==> config.mk <==
export PLATFORM = sky130hd
export DESIGN_NAME = game_scene_ctrl
export DESIGN_NICKNAME = d
export VERILOG_FILES = /design/src/rtl/game_scene_ctrl.sv
export SDC_FILE = /design/constraint.sdc
export NUM_CORES = 1
export LEC_CHECK = 0
export ABC_AREA = 1
export BUFFER_PORTS_ARGS = -buffer_cell sky130_fd_sc_hd__buf_2
export CAP_MARGIN = 20
export CORE_UTILIZATION = 50
export DETAILED_ROUTE_END_ITERATION = 12
export PLACE_DENSITY = 0.73
export SKIP_LAST_GASP = 1
export SYNTH_ARGS = -nofsm -noshare
export SYNTH_HDL_FRONTEND = slang
export SYNTH_SLANG_ARGS = --single-unit
==> constraint.sdc <==
create_clock -name work_clk -period 2 [get_ports work_clk]
set_clock_uncertainty 0.05 [all_clocks]
set_input_delay 0.2 -clock work_clk [delete_from_list [all_inputs] [get_ports work_clk]]
set_output_delay 0.2 -clock work_clk [all_outputs]
set_load 0.03 [all_outputs]
==> src/rtl/game_scene_ctrl.sv <==
// BuildingDrops game-flow controller: TITLE/PLAY/OVER scene FSM with a
// debounced start button, lives and tower-height tracking.
module game_scene_ctrl #(
    parameter int LIVES      = 3,
    parameter int OVER_TICKS = 100,
    parameter int DEBOUNCE   = 4
) (
    input  logic       work_clk,
    input  logic       rst,
    input  logic       btn_start,
    input  logic       drop_ok,
    input  logic       drop_miss,
    output logic [1:0] scene,
    output logic [3:0] lives_left,
    output logic [7:0] tower_height,
    output logic       new_game
);

    localparam int DW = (DEBOUNCE > 1) ? $clog2(DEBOUNCE) : 1;
    localparam int TW = (OVER_TICKS > 1) ? $clog2(OVER_TICKS) : 1;
    localparam logic [DW-1:0] DB_LAST    = DW'(DEBOUNCE - 1);
    localparam logic [TW-1:0] T_LAST     = TW'(OVER_TICKS - 1);
    localparam logic [3:0]    LIVES_INIT = 4'(LIVES);

    typedef enum logic [1:0] {
        S_TITLE = 2'd0,
        S_PLAY  = 2'd1,
        S_OVER  = 2'd2
    } state_t;

    logic [1:0]    sync_q;
    logic [DW-1:0] db_cnt;
    logic          db_level;
    logic          db_prev;
    logic          press;

    state_t        state_q, state_d;
    logic [3:0]    lives_q, lives_d;
    logic [7:0]    height_q, height_d;
    logic [TW-1:0] timer_q, timer_d;
    logic          new_game_q, new_game_d;

    // Level only moves after DEBOUNCE consecutive disagreeing samples.
    always_ff @(posedge work_clk) begin
        if (rst) begin
            sync_q   <= 2'b00;
            db_cnt   <= '0;
            db_level <= 1'b0;
            db_prev  <= 1'b0;
        end else begin
            sync_q  <= {sync_q[0], btn_start};
            db_prev <= db_level;
            if (sync_q[1] == db_level) begin
                db_cnt <= '0;
            end else if (db_cnt == DB_LAST) begin
                db_level <= sync_q[1];
                db_cnt   <= '0;
            end else begin
                db_cnt <= db_cnt + 1'b1;
            end
        end
    end

    assign press = db_level & ~db_prev;

    always_ff @(posedge work_clk) begin
        if (rst) begin
            state_q    <= S_TITLE;
            lives_q    <= 4'd0;
            height_q   <= 8'd0;
            timer_q    <= '0;
            new_game_q <= 1'b0;
        end else begin
            state_q    <= state_d;
            lives_q    <= lives_d;
            height_q   <= height_d;
            timer_q    <= timer_d;
            new_game_q <= new_game_d;
        end
    end

    always_comb begin
        state_d    = state_q;
        lives_d    = lives_q;
        height_d   = height_q;
        timer_d    = timer_q;
        new_game_d = 1'b0;
        case (state_q)
            S_TITLE: begin
                if (press) begin
                    state_d    = S_PLAY;
                    lives_d    = LIVES_INIT;
                    height_d   = 8'd0;
                    new_game_d = 1'b1;
                end
            end
            S_PLAY: begin
                // A miss in the same cycle as a landing takes priority.
                if (drop_miss) begin
                    if (lives_q <= 4'd1) begin
                        lives_d = 4'd0;
                        state_d = S_OVER;
                        timer_d = '0;
                    end else begin
                        lives_d = lives_q - 4'd1;
                    end
                end else if (drop_ok && height_q != 8'hFF) begin
                    height_d = height_q + 8'd1;
                end
            end
            S_OVER: begin
                if (press || timer_q == T_LAST) begin
                    state_d = S_TITLE;
                end else begin
                    timer_d = timer_q + 1'b1;
                end
            end
            default: state_d = S_TITLE;
        endcase
    end

    assign scene        = state_q;
    assign lives_left   = lives_q;
    assign tower_height = height_q;
    assign new_game     = new_game_q;

endmodule

==> metrics.md <==
| Metric | Value |
|---|---|
| Initial drt markers | 88 |
| PortBufs | 19 |
| PwrDens | 561 nW/µm² |
| Via count | 1418 |
| # diodes | 0 |
| Top cells by area, synth | dfxtp_1 36%, nand2_1 14%, nor2_1 8.5%, inv_1 8.3%, a21oi_1 6.8% |
| Yosys Warn Count | 0 |
| GRT Overall Usage | about 20% |
| Post-synthesis cell type with the largest combined area | dfxtp_1 |
| Crit path max fanout | 11 |
| Max_cap viols | 0 |
| Post-synth cell types | 25 |
| Critical Path RT | 2190 ps |
| Final cell count without fillers | approximately 290 |
| Vias in the first global route | 1303 |
| Final setup margin | 314 ps |
| Crit Path Category | reg -> reg |
| Post-synthesis sequential area ratio | 36.2% |
| Placed cell areas | 1640 µm² |
| CORE AREA | 2850 µm² |
| Post-route ant nets | 0 |
| Hold Worst Slack | 146 ps |
| Clk buf depth | 2 |
| Fmax | 593 MHz |
| Final Util | 59.8% |
| Hold Crit Start | rst |
| Die footprint | 3320 µm² |
| Hold Path End | sync_q[1] |
| Drt via density | 4.94 |
| Period utilization | 84.3% |
| Syn_area_per_cell | roughly 6.6 µm² |
| GP Congestion | 0.832 |
| Area share of fa/ha/maj cells after synthesis | 4.05% |
| Max-slew headroom | 71.8% |
| Seq pwr share | roughly 59% |
| DR pass1 iterations | 8 |
| Worst reg2reg path endpoint | tower_height[7] |
| Final net count | 267 |
| Failing checks | design-rule violations |
| R2r setup slk | 310 ps |
| DR WL/cell | 10.3 µm |
| Leakage | 0.802 nW |
| Sw Share | between 10% and 20% |
| Pre-CTS setup slack | 350 ps |
| Post-synthesis simple-gate area fraction | 37.0% |
| Reg2reg path depth | 10 |
| Overall Power | 956 µW |
| Critical-path cell list | ha_1 > nand2_2 > nor2_2 > nand2_1 > nand2_1 > nand2_2 > nand2_2 > nand2_1 > nand2_1 > nor2_1 |
| Synth Net Count | 246 |
| CTS tree | done |
| Crit path max-delay cell type | dfxtp_1 |
| Total routed wirelength | 2.96 mm |
| Main combinational cell family by area after synthesis | simple AND/OR/NAND/NOR gates |
| Post-CTS Repair Setup Buffers | 0 |
| Final HPWL DP | 2.20 mm |
| Hold WC Path Type | in -> reg |
| Final TNS setup | 0 ps |
| Startpoint Class | flip-flop |
| First-pass GRT wire length | 5.38 mm |
| Htree depth | 1 |
| Die Ht | 57.6 µm |
| Total grt overflow | 0 |
| Die width | 57.6 µm |
| Max Slew Vio Count | 0 |
| Synth top area share | between 30% and 40% |
| Layout Area Growth over Synthesis | 10.3% |
| Combinational share of power | around 2.5% |
| Skew-Pair Late Insertion Delay | 330 ps |
| Hold path cells | 2 |
| Cts repair resizes | 0 |
| Worst R2R Start | tower_height[0] |
| Fill count | 280 |
| Final setup fails | 0 |
| VDD IR max | between 0.0004 and 0.0005 V |
| Clock Power Share | 38.7% |
| # clock sinks | 28 |
| Top cell by count, worst path | nand2_1 |
| Starting density of the core | around 54% |
| Largest net degree at the start of global routing | 17 |
| Crit. End Element | flip-flop |
| Share of layout cells above drive strength 1 | 15.6% |
| Cts bufs inserted | 3 |
| Synth Cell Area | 1550 µm² |
| Residual DRC count | 2 |
| #FFs+latches synth | 28 |
| Placed cell count | 282 |
| Site row count | 19 |
| Complex-gate fraction of the synthesized area | 10.5% |
| RSZ-0062 raised after global routing | false |
| Syn Inst Count | between 200 and 250 |
| Root Buffer | clkbuf_4 |
| Post-route cell area | 1710 µm² |
| Critical path data arrival time | 1880 ps |
| Largest stage delay, worst path | 460 ps |
| Xor/xnor share of the synthesized area | less than 1% |
| Int Power | 772 µW |
| Initial antenna violation count | 0 |
| Post-synthesis mux area share | 0% |
| Clock transition at path regs | 150 ps |
| Status | finished, violations left |
| Worst-Margin Slew | 423 ps |
| Tmin final | about 1700 ps |
| I/O pins | 20 |
| Final hold vios | 0 |
| NetSw | 184 µW |
critical path, delay by kind of cell (launching register included):
family | cells | cell delay (ps)
fa+ha+maj | 1 | 250
flops | 1 | 460
simple gates | 9 | 850
state kept, by name, summed over array words and instances, names as in the netlist:
register,flops
db_level,1
db_cnt,2
sync_q,2
db_prev,1
timer_q,7
new_game,1
lives_left,4
tower_height,8
scene,2
cell usage after synthesis (all sizes together):
master and number:
clkbuf 2, nor2 38, nand3 21, ha 5, a31oi 1, buf 3, inv 36, o21bai 1
xnor2 1, a21oi 21, dfxtp 28, or2 1, o211ai 1, o21ai 5, nand4 4, nand2 66
nor3 2
area by class of cell:
cell class              instances  area (µm²)  area share, %
clock buffers                   3        22.5           1.32
clock inverters                 1        30.0           1.76
inverters                      36         135           7.92
multi-input cells             167         806           47.2
flip-flops and latches         28         561           32.9
well taps                      31        38.8           2.27
repair buffers                 21         113           6.60
kinds of logic after synthesis:
family          count (synthesis)
xor+xnor                        1
buf+inv                        41
compound gates                 29
fa+ha+maj                       5
simple gates                  132
flops                          28
metal layers:
layer / up-vias / wire [µm] / track usage, %
li1: 780 / - / -
met1: 620 / 1560 / 27.0
met2: 18 / 1340 / 34.7
met3: 0 / 64 / 4.02
met4: 0 / 0 / 4.53
met5: - / 0 / 0
cell usage in the layout, fill, tap and decap left out, drive strengths merged:
master	instances
a21oi	21
o211ai	1
nand2	66
or2	1
dfxtp	28
xnor2	1
o21ai	5
buf	20
nand4	4
bufinv	1
clkbuf	3
inv	36
o21bai	1
nand3	21
nor3	2
dlygate4sd3	1
nor2	38
a31oi	1
ha	5
power groups by stage:
stage	clock network, mW	registers, mW	logic [mW]
after global routing	0.402	0.563	0.0283
after CTS	0.378	0.562	0.0249
after floorplan	0	0.574	0.0168
after global placement	0	0.574	0.0237
final	0.370	0.562	0.0244
after detailed placement	0	0.574	0.0232
how the worst max path moves through the flow:
| stage | endpoint | depth (start not counted) | from |
|---|---|---|---|
| floorplan | tower_height[0] | 11 | tower_height[0] |
| global placement | tower_height[7] | 10 | tower_height[0] |
| detailed placement | tower_height[7] | 10 | tower_height[0] |
| CTS | tower_height[7] | 10 | tower_height[0] |
| global route | tower_height[7] | 10 | tower_height[0] |
| finish | tower_height[7] | 10 | tower_height[0] |
timing repair:
| item | CTS | global route |
|---|---|---|
| hold buffers | 1 | 0 |
| hold endpoints to repair | 1 | 0 |
| setup endpoints to repair | 0 | 0 |
Power figures use the tool's default switching activity.
